File: src/rtl/y_req_master.sv
// Sweeps operand pairs through an external compute device and queues results in a FWFT FIFO.
// Stalls when the FIFO is full; define Y_REQ_TIMEOUT_EN to enable the device watchdog and err_o.
module y_req_master #(
  parameter int FIFO_DEPTH = 4
) (
  input  logic        clk_i,
  input  logic        rst_i,
  input  logic        go_i,
  input  logic [7:0]  a_start_bi,
  input  logic [7:0]  b_start_bi,
  input  logic [3:0]  count_bi,
  output logic [7:0]  dev_a_bo,
  output logic [7:0]  dev_b_bo,
  output logic        dev_start_o,
  input  logic        dev_busy_i,
  input  logic [15:0] dev_res_bi,
  input  logic        rd_i,
  output logic [15:0] fifo_data_bo,
  output logic        fifo_empty_o,
  output logic        fifo_full_o,
  output logic        busy_o,
  output logic        done_o,
  output logic        err_o
);
  localparam int AW = $clog2(FIFO_DEPTH);
  localparam int CW = AW + 1;

  typedef enum logic [2:0] {IDLE, ISSUE, WAIT_ACK, WAIT_DONE, STORE, STALL} state_t;

  state_t        r_state;
  logic [7:0]    r_a;
  logic [7:0]    r_b;
  logic [4:0]    r_rem;
  logic [15:0]   r_res;
  logic          r_start;
  logic          r_done;
  logic [15:0]   r_mem [FIFO_DEPTH];
  logic [AW-1:0] r_wp;
  logic [AW-1:0] r_rp;
  logic [CW-1:0] r_cnt;
  logic          w_full;
  logic          w_empty;
  logic          w_push;
  logic          w_pop;

  assign w_full  = (r_cnt == CW'(FIFO_DEPTH));
  assign w_empty = (r_cnt == '0);
  assign w_pop   = rd_i && !w_empty;
  // A pop from a full FIFO frees the slot the stalled result needs on the same edge.
  assign w_push  = ((r_state == STORE) && !w_full) ||
                   ((r_state == STALL) && (!w_full || rd_i));

  assign dev_a_bo     = r_a;
  assign dev_b_bo     = r_b;
  assign dev_start_o  = r_start;
  assign busy_o       = (r_state != IDLE);
  assign done_o       = r_done;
  assign fifo_empty_o = w_empty;
  assign fifo_full_o  = w_full;
  assign fifo_data_bo = w_empty ? 16'd0 : r_mem[r_rp];

`ifdef Y_REQ_TIMEOUT_EN
  logic [7:0] r_wdog;
  logic       r_err;
  assign err_o = r_err;
`else
  assign err_o = 1'b0;
`endif

  always_ff @(posedge clk_i or negedge rst_i) begin
    if (!rst_i) begin
      r_state <= IDLE;
      r_a     <= 8'd0;
      r_b     <= 8'd0;
      r_rem   <= 5'd0;
      r_res   <= 16'd0;
      r_start <= 1'b0;
      r_done  <= 1'b0;
`ifdef Y_REQ_TIMEOUT_EN
      r_wdog  <= 8'd0;
      r_err   <= 1'b0;
`endif
    end else begin
      r_done <= 1'b0;
      case (r_state)
        IDLE: begin
          if (go_i) begin
            r_a     <= a_start_bi;
            r_b     <= b_start_bi;
            r_rem   <= (count_bi == 4'd0) ? 5'd16 : {1'b0, count_bi};
            r_start <= 1'b1;
            r_state <= ISSUE;
`ifdef Y_REQ_TIMEOUT_EN
            r_err   <= 1'b0;
`endif
          end
        end
        ISSUE: begin
          r_state <= WAIT_ACK;
`ifdef Y_REQ_TIMEOUT_EN
          r_wdog  <= 8'd0;
`endif
        end
        WAIT_ACK: begin
          if (dev_busy_i) begin
            r_start <= 1'b0;
            r_state <= WAIT_DONE;
`ifdef Y_REQ_TIMEOUT_EN
            r_wdog  <= 8'd0;
          end else if (r_wdog == 8'd15) begin
            r_start <= 1'b0;
            r_state <= IDLE;
            r_done  <= 1'b1;
            r_err   <= 1'b1;
          end else begin
            r_wdog  <= r_wdog + 8'd1;
`endif
          end
        end
        WAIT_DONE: begin
          if (!dev_busy_i) begin
            r_res   <= dev_res_bi;
            r_state <= STORE;
`ifdef Y_REQ_TIMEOUT_EN
          end else if (r_wdog == 8'd255) begin
            r_state <= IDLE;
            r_done  <= 1'b1;
            r_err   <= 1'b1;
          end else begin
            r_wdog  <= r_wdog + 8'd1;
`endif
          end
        end
        STORE, STALL: begin
          if (w_push) begin
            r_a   <= r_a + 8'd1;
            r_b   <= r_b + 8'd1;
            r_rem <= r_rem - 5'd1;
            if (r_rem == 5'd1) begin
              r_state <= IDLE;
              r_done  <= 1'b1;
            end else begin
              r_state <= ISSUE;
              r_start <= 1'b1;
            end
          end else begin
            r_state <= STALL;
          end
        end
        default: r_state <= IDLE;
      endcase
    end
  end

  always_ff @(posedge clk_i or negedge rst_i) begin
    if (!rst_i) begin
      r_wp  <= '0;
      r_rp  <= '0;
      r_cnt <= '0;
    end else begin
      if (w_push) r_wp <= r_wp + 1'b1;
      if (w_pop)  r_rp <= r_rp + 1'b1;
      case ({w_push, w_pop})
        2'b10:   r_cnt <= r_cnt + 1'b1;
        2'b01:   r_cnt <= r_cnt - 1'b1;
        default: r_cnt <= r_cnt;
      endcase
    end
  end

  always_ff @(posedge clk_i) begin
    if (w_push) r_mem[r_wp] <= r_res;
  end

endmodule

File: config.mk
export PLATFORM = sky130hd
export DESIGN_NAME = y_req_master
export DESIGN_NICKNAME = d
export VERILOG_FILES = /design/src/rtl/y_req_master.sv
export SDC_FILE = /design/constraint.sdc
export NUM_CORES = 1
export LEC_CHECK = 0
export CAP_MARGIN = 30
export CELL_PAD_IN_SITES_DETAIL_PLACEMENT = 0
export CELL_PAD_IN_SITES_GLOBAL_PLACEMENT = 1
export CORE_ASPECT_RATIO = 1.5
export CORE_MARGIN = 1.5
export CORE_UTILIZATION = 45
export CTS_BUF_LIST = sky130_fd_sc_hd__clkbuf_4
export DETAILED_ROUTE_END_ITERATION = 7
export GPL_ROUTABILITY_DRIVEN = 0
export PLACE_DENSITY_LB_ADDON = 0.05
export SYNTH_ARGS = -nofsm -noshare
export SYNTH_HDL_FRONTEND = slang
export SYNTH_SLANG_ARGS = --single-unit
File: constraint.sdc
create_clock -name clk_i -period 3.09 [get_ports clk_i]
set_input_delay 0.7725 -clock clk_i [delete_from_list [all_inputs] [get_ports clk_i]]
set_output_delay 0.7725 -clock clk_i [all_outputs]
set_load 0.02 [all_outputs]
==> run_results.csv, run 1 <==
group,metric,value,unit
cts,numCtsBuffers,17,
power_and_ir_drop,finalPower,0.00613,W
floorplanning,fp.dieArea,0.0119,sq mm
synthesis,synth_cells,359,
cts,worstSkewPairLatency,0.49,ns
synthesis,async_flop_share,43.4,%
global_route,grt_pass1_wl,17.8,mm
place,dp_hpwl,7.45,mm
setup_path,crit_type,"reg -> out",
cts,clockBufferDepth,2,
synthesis,synth-seq-cells,113,
power_and_ir_drop,irDropWorstVdd,500,uV
global_route,antenna_found_initial,1,
global_route,grt_max_degree,26,
floorplanning,die_h,133,um
global_route,grt_overflow_total,0,
power_and_ir_drop,power_density,958,mW/mm^2
cts,cts_tree,"done",
setup_path,cp.arrival,2.09,ns
floorplanning,core-area,0.0110,sq mm
floorplanning,rows,47,
timing,finalCritPeriodShare,92.7,%
global_route,grt_pass1_vias,3507,
synthesis,ys_types,57,
timing,hold_viol,0,
timing,tightest_slew,0.668,ns
final_layout,syn_to_final_growth,26.1,%
cts,clk_pin_slew,0.11,ns
setup_path,critPathLaunchType,"flip-flop",
cts,postCtsHoldBufs,0,
synthesis,synth_top_area_share,37.9,%
setup_path,worst-endpoint-required,2.32,ns
synthesis,syn_nets,410,
route,drc,0,
route,drtAntennaViolNets,0,
synthesis,seq_area_frac_synth,62.0,%
synthesis,synthFlopType,"edfxtp_1",
synthesis,synth-edff-count,64,
timing,maxSlewViolCount,0,
setup_path,critPathCaptureType,"output port",
timing,fmax,349,MHz
setup_path,r2r_slack,0.89,ns
final_layout,layout-drive-gt1-share,19.7,%
synthesis,synthTopCellsByArea,"edfxtp_1 38%, dfrtp_1 24%, mux4_2 7.1%",
status,status,"finished clean",
floorplanning,die_w,89.7,um
synthesis,synth_area_per_cell,14.1,sq um
global_route,grt_util_all_layers,19.6,%
floorplanning,io_pins,79,
timing,rsz0062_at_grt,"no",
synthesis,yosysTopAreaCell,"edfxtp_1",
power_and_ir_drop,p_leak,2.45,nW
final_layout,most-common-layout-cells,"64 x edfxtp_1, 60 x clkdlybuf4s50_1, 49 x dfrtp_1",
timing,slew_headroom,55.3,%
route,dr_total_vias,3303,
place,port_buffers,77,
route,routedWlPerCell,17.7,um
route,wl,10.9,mm
timing,fin_setup_tns,0,ns
run,maxCapViolations,0,
floorplanning,initial_core_util,46.1,%
cts,htreeDepth,4,
timing,finalClockSkew,0.0123,ns
route,avgViaCountPerCell,5.36,
synthesis,syn_area,0.00507,sq mm
timing,setup_viol,0,
cts,ctsRootBufferMaster,"clkbuf_4",
final_layout,num-nets-final,506,
route,drtPass1Iterations,4,
route,drt_iter0_drc,148,
min_path,hold_class,"in -> async",
final_layout,final_common_cell,"edfxtp_1",
cts,cts.sinks,113,
synthesis,yosysWarnings,0,
setup_path,cp_max_fo,4,
timing,layout_min_cycle_time,2.86,ns
[kinds of logic (layout without fill, tap and decap cells)]
group                    Yosys count  count (layout)  share of synthesized area (%)
AO/OA/AOI/OAI                     57              57                           8.09
XOR/XNOR                           6               6                           1.04
adder cells (fa/ha/maj)           10              10                           2.61
buffers and inverters             37             146                           3.72
flip-flops                       113             113                           62.0
multiplexers                      37              37                           11.7
other                              1               2                         0.0739
AND/OR/NAND/NOR                   98              98                           10.8
[per-layer routing]
| metal | part of all wire [%] | global-route usage (%) | wire, um |
|---|---|---|---|
| met1 | 40 | 22.0 | 4330 |
| met2 | 56 | 36.4 | 6060 |
| met3 | 3.8 | 4.02 | 410 |
| met4 | 0.90 | 7.14 | 98 |
| met5 | 0 | 0 | 0 |
[registers in the layout (all words and copies together), names as in the netlist]
| signal | cells |
|---|---|
| dev_a_bo | 8 |
| dev_b_bo | 8 |
| dev_start_o | 1 |
| done_o | 1 |
| r_cnt | 3 |
| r_mem | 64 |
| r_rem | 5 |
| r_res | 16 |
| r_rp | 2 |
| r_state | 3 |
| r_wp | 2 |
[stage by stage]
stage / hold slack, ns / setup WS, ns / utilization [%] / cells / area [sq um]
final: 0.159 / 0.226 / 58.2 / 616 / 6400
after global routing: 0.137 / 0.0409 / 58.2 / 616 / 6400
after CTS: 0.122 / 0.155 / 58.2 / 615 / 6400
after detailed placement: 0.466 / 0.408 / 55.2 / 582 / 6070
after global placement: 0.465 / 0.438 / 55.2 / 582 / 6070
after floorplan: 0.455 / 0.711 / - / 359 / 5070
[power by group]
| group | total [W] | switching [W] | internal [W] |
|---|---|---|---|
| Clock | 0.00125 | 0.000596 | 0.000653 |
| Combinational | 0.00240 | 0.00123 | 0.00117 |
| Sequential | 0.00248 | 0.000403 | 0.00208 |
| Total | 0.00613 | 0.00223 | 0.00390 |
[what timing repair did]
item	4_1_cts	5_1_grt
setup endpoints to repair	16	0
buffers inserted	1	0
resized for setup	16	0
[final cells by class]
type                    instances  area (sq um)
diodes                          1          2.50
multi-input cells             209          1740
well taps                     147           184
fillers                       949          4600
inverters                      17          63.8
clock buffers                  17           128
clock inverters                15           209
flip-flops and latches        113          3150
repair buffers                 97           921
[Yosys cell counts, drive strengths merged, types with 3 or more instances]
cell and count:
edfxtp 64, dfrtp 49, nor2b 19, nor3 19, inv 17, mux2 17, nor2 17, mux4 16
nand2 15, buf 14, ha 9, o21ai 9, a21oi 8, nand3 8, a22oi 7, a31oi 7
and2 6, clkbuf 6, o22ai 6, o32ai 5, mux2i 4, and3 3, xnor2 3, xor2 3
[worst max-delay path, cell delays in order (launching register included)]
cell and delay [ns]:
dfrtp_1 0.44, or3b_1 0.44, inv_2 0.12, clkdlybuf4s50_1 0.62
[worst paths after layout]
| kind | from | end | depth (start not counted) |
|---|---|---|---|
| min | rst_i | r_res[7] | 1 |
| min in group clk_i | r_rp[1] | r_rp[1] | 1 |
| min reg2reg | r_rp[1] | r_rp[1] | 1 |
| max reg2reg | r_cnt[0] | r_cnt[2] | 10 |
| max | r_cnt[0] | fifo_full_o | 3 |
| max in group asynchronous | rst_i | r_res[2] | 2 |
Note: power is estimated with default switching activity, not from simulation.
==> run 2, diff against run 1 <==
RECOVER_POWER = 50   (was default)
==> run 2 against run 1 <==
Against the previous run:
- combinational power hardly changed
- global-route usage unchanged
- setup slack got worse by 0.018 ns
- cell count stayed put
- total power is 0.31% lower
- hold slack better by 0.16 ns
- sequential power is essentially flat
- sequential cell count stayed put
- clock power is essentially flat
- clock-buffer cell count unchanged
==> run_results.csv, run 2 (same netlist as run 1, synthesis figures left out) <==
group,metric,value,unit
floorplanning,die_w,89.7,um
final_layout,layout.cell_area.non_filler,0.00636,sq mm
cts,worstSkewPairLatency,0.48,ns
setup_path,crit_chain,"or3b_1 > inv_1 > clkdlybuf4s50_1",
place,dp.cells,582,
cts,clockBufferDepth,2,
power_and_ir_drop,p_sw,0.00222,W
floorplanning,rows,47,
cts,cts.sinks,113,
cts,clk_pin_slew,0.11,ns
place,placed_area,0.00607,sq mm
min_path,hold_class,"in -> async",
cts,htreeDepth,4,
run,maxCapViolations,0,
timing,finalClockSkew,0.0121,ns
timing,layout_min_cycle_time,2.88,ns
route,drc,0,
global_route,grt_util_all_layers,19.6,%
setup_path,path_buf_inv,2,
route,drtAntennaViolNets,0,
setup_path,cpPeakStageDelay,0.63,ns
setup_path,cp_top_family,"buffers and inverters",
route,drt_iter0_drc,150,
power_and_ir_drop,sw_frac_of_total,36.3,%
power_and_ir_drop,p_leak,2.43,nW
setup_path,cp_max_fo,4,
cts,numCtsBuffers,17,
global_route,grt_pass1_vias,3507,
cts,cts_tree,"done",
final_layout,largest_reg_flops,64,
route,routedWlPerCell,17.7,um
place,dp_hpwl,7.45,mm
global_route,grt_overflow_total,0,
timing,setup_viol,0,
power_and_ir_drop,combPwrFrac,39.0,%
setup_path,cp.arrival,2.11,ns
timing,fmax,347,MHz
final_layout,top_regs,"r_mem x64, r_res x16",
route,dr_total_vias,3280,
cts,postCtsHoldBufs,0,
cts,ctsRootBufferMaster,"clkbuf_4",
floorplanning,core-area,0.0110,sq mm
timing,fin_setup_tns,0,ns
floorplanning,io_pins,79,
timing,hold_viol,0,
route,wl,10.9,mm
place,port_buffers,77,
final_layout,num-nets-final,506,
final_layout,final_common_cell,"edfxtp_1",
global_route,antenna_found_initial,1,
power_and_ir_drop,finalPower,0.00611,W
setup_path,endpoint,"fifo_full_o",
setup_path,crit_type,"reg -> out",
floorplanning,initial_core_util,46.1,%
setup_path,critical-path-slowest-cell,"clkdlybuf4s50_1",
final_layout,most-common-layout-cells,"64 x edfxtp_1, 58 x clkdlybuf4s50_1, 49 x dfrtp_1",
route,drtPass1Iterations,4,
final_layout,syn_to_final_growth,25.4,%
global_route,grt_pass1_wl,17.8,mm
setup_path,worstSetupStartpoint,"r_cnt[0]",
status,status,"finished clean",
timing,maxSlewViolCount,0,
setup_path,critPathCaptureType,"output port",
setup_path,r2r_slack,0.52,ns
power_and_ir_drop,power_frac_seq,40.6,%
setup_path,reg2reg_to,"r_rem[4]",
setup_path,critPathLaunchType,"flip-flop",
final_layout,regMostFlops,"r_mem",
timing,rsz0062_at_grt,"no",
final_layout,fin_util,57.9,%
global_route,grt_max_degree,26,
power_and_ir_drop,irDropWorstVdd,493,uV
setup_path,r2r-start,"r_state[1]",
setup_path,cp.depth,3,
route,avgViaCountPerCell,5.32,
power_and_ir_drop,power_density,960,mW/mm^2
power_and_ir_drop,pwr-share-clk,20.4,%
setup_path,worst-endpoint-required,2.32,ns
timing,slew_headroom,24.0,%
setup_path,worstRegToRegCells,5,
timing,tightest_slew,1.14,ns
floorplanning,fp.dieArea,0.0119,sq mm
final_layout,layoutNonFillerInstCount,616,
power_and_ir_drop,internal-power,0.00389,W
timing,finalCritPeriodShare,93.3,%
final_layout,layout-drive-gt1-share,17.7,%
floorplanning,die_h,133,um
[run 2: changes by cell type in the layout (fill, tap and decap cells not counted), sizes merged]
| cell | previous run | this run |
|---|---|---|
| clkdlybuf4s50 | 60 | 58 |
| dlygate4sd3 | 0 | 2 |
| buf | 21 | 15 |
| clkbuf | 17 | 23 |
[run 2: how the worst min path moves through the flow]
stage	endpoint	slack (ns)	depth (start not counted)
2_1_floorplan	r_cnt[2]	0.45	1
3_3_place_gp	r_rp[1]	0.46	1
3_5_place_dp	r_rp[1]	0.47	1
4_1_cts	dev_a_bo[6]	0.12	1
5_1_grt	dev_a_bo[7]	0.35	1
6_report	r_res[7]	0.32	1
[run 2: layout make-up]
type                    count  area [sq um]
clock inverters            15           209
well taps                 147           184
flip-flops and latches    113          3150
repair buffers             97           901
clock buffers              17           128
fillers                   958          4630
multi-input cells         209          1730
inverters                  17          63.8
diodes                      1          2.50
[run 2: routing by layer]
metal / GRT usage, % / routed length [um]
met1: 22.0 / 4410
met2: 36.4 / 6020
met5: 0 / 0
met4: 7.14 / 117
met3: 4.02 / 341
[run 2: stage by stage]
stage / hold WS (ns) / setup WS [ns]
5_1_grt: 0.350 / 0.0409
3_3_place_gp: 0.465 / 0.438
2_1_floorplan: 0.455 / 0.711
3_5_place_dp: 0.466 / 0.408
6_report: 0.323 / 0.208
4_1_cts: 0.122 / 0.155
[run 2: timing repair]
action,CTS,global route
endpoints found under the setup margin,16,0
buffers inserted,1,0
gates resized for setup,16,0
[run 2: power groups by stage]
stage	Clock [W]	Combinational, W	Sequential [W]
final	0.00125	0.00239	0.00248
after global routing	0.00135	0.00261	0.00254
after CTS	0.00128	0.00244	0.00248
after detailed placement	0	0.00252	0.00251
after global placement	0	0.00249	0.00249
after floorplan	0	0.00153	0.00250
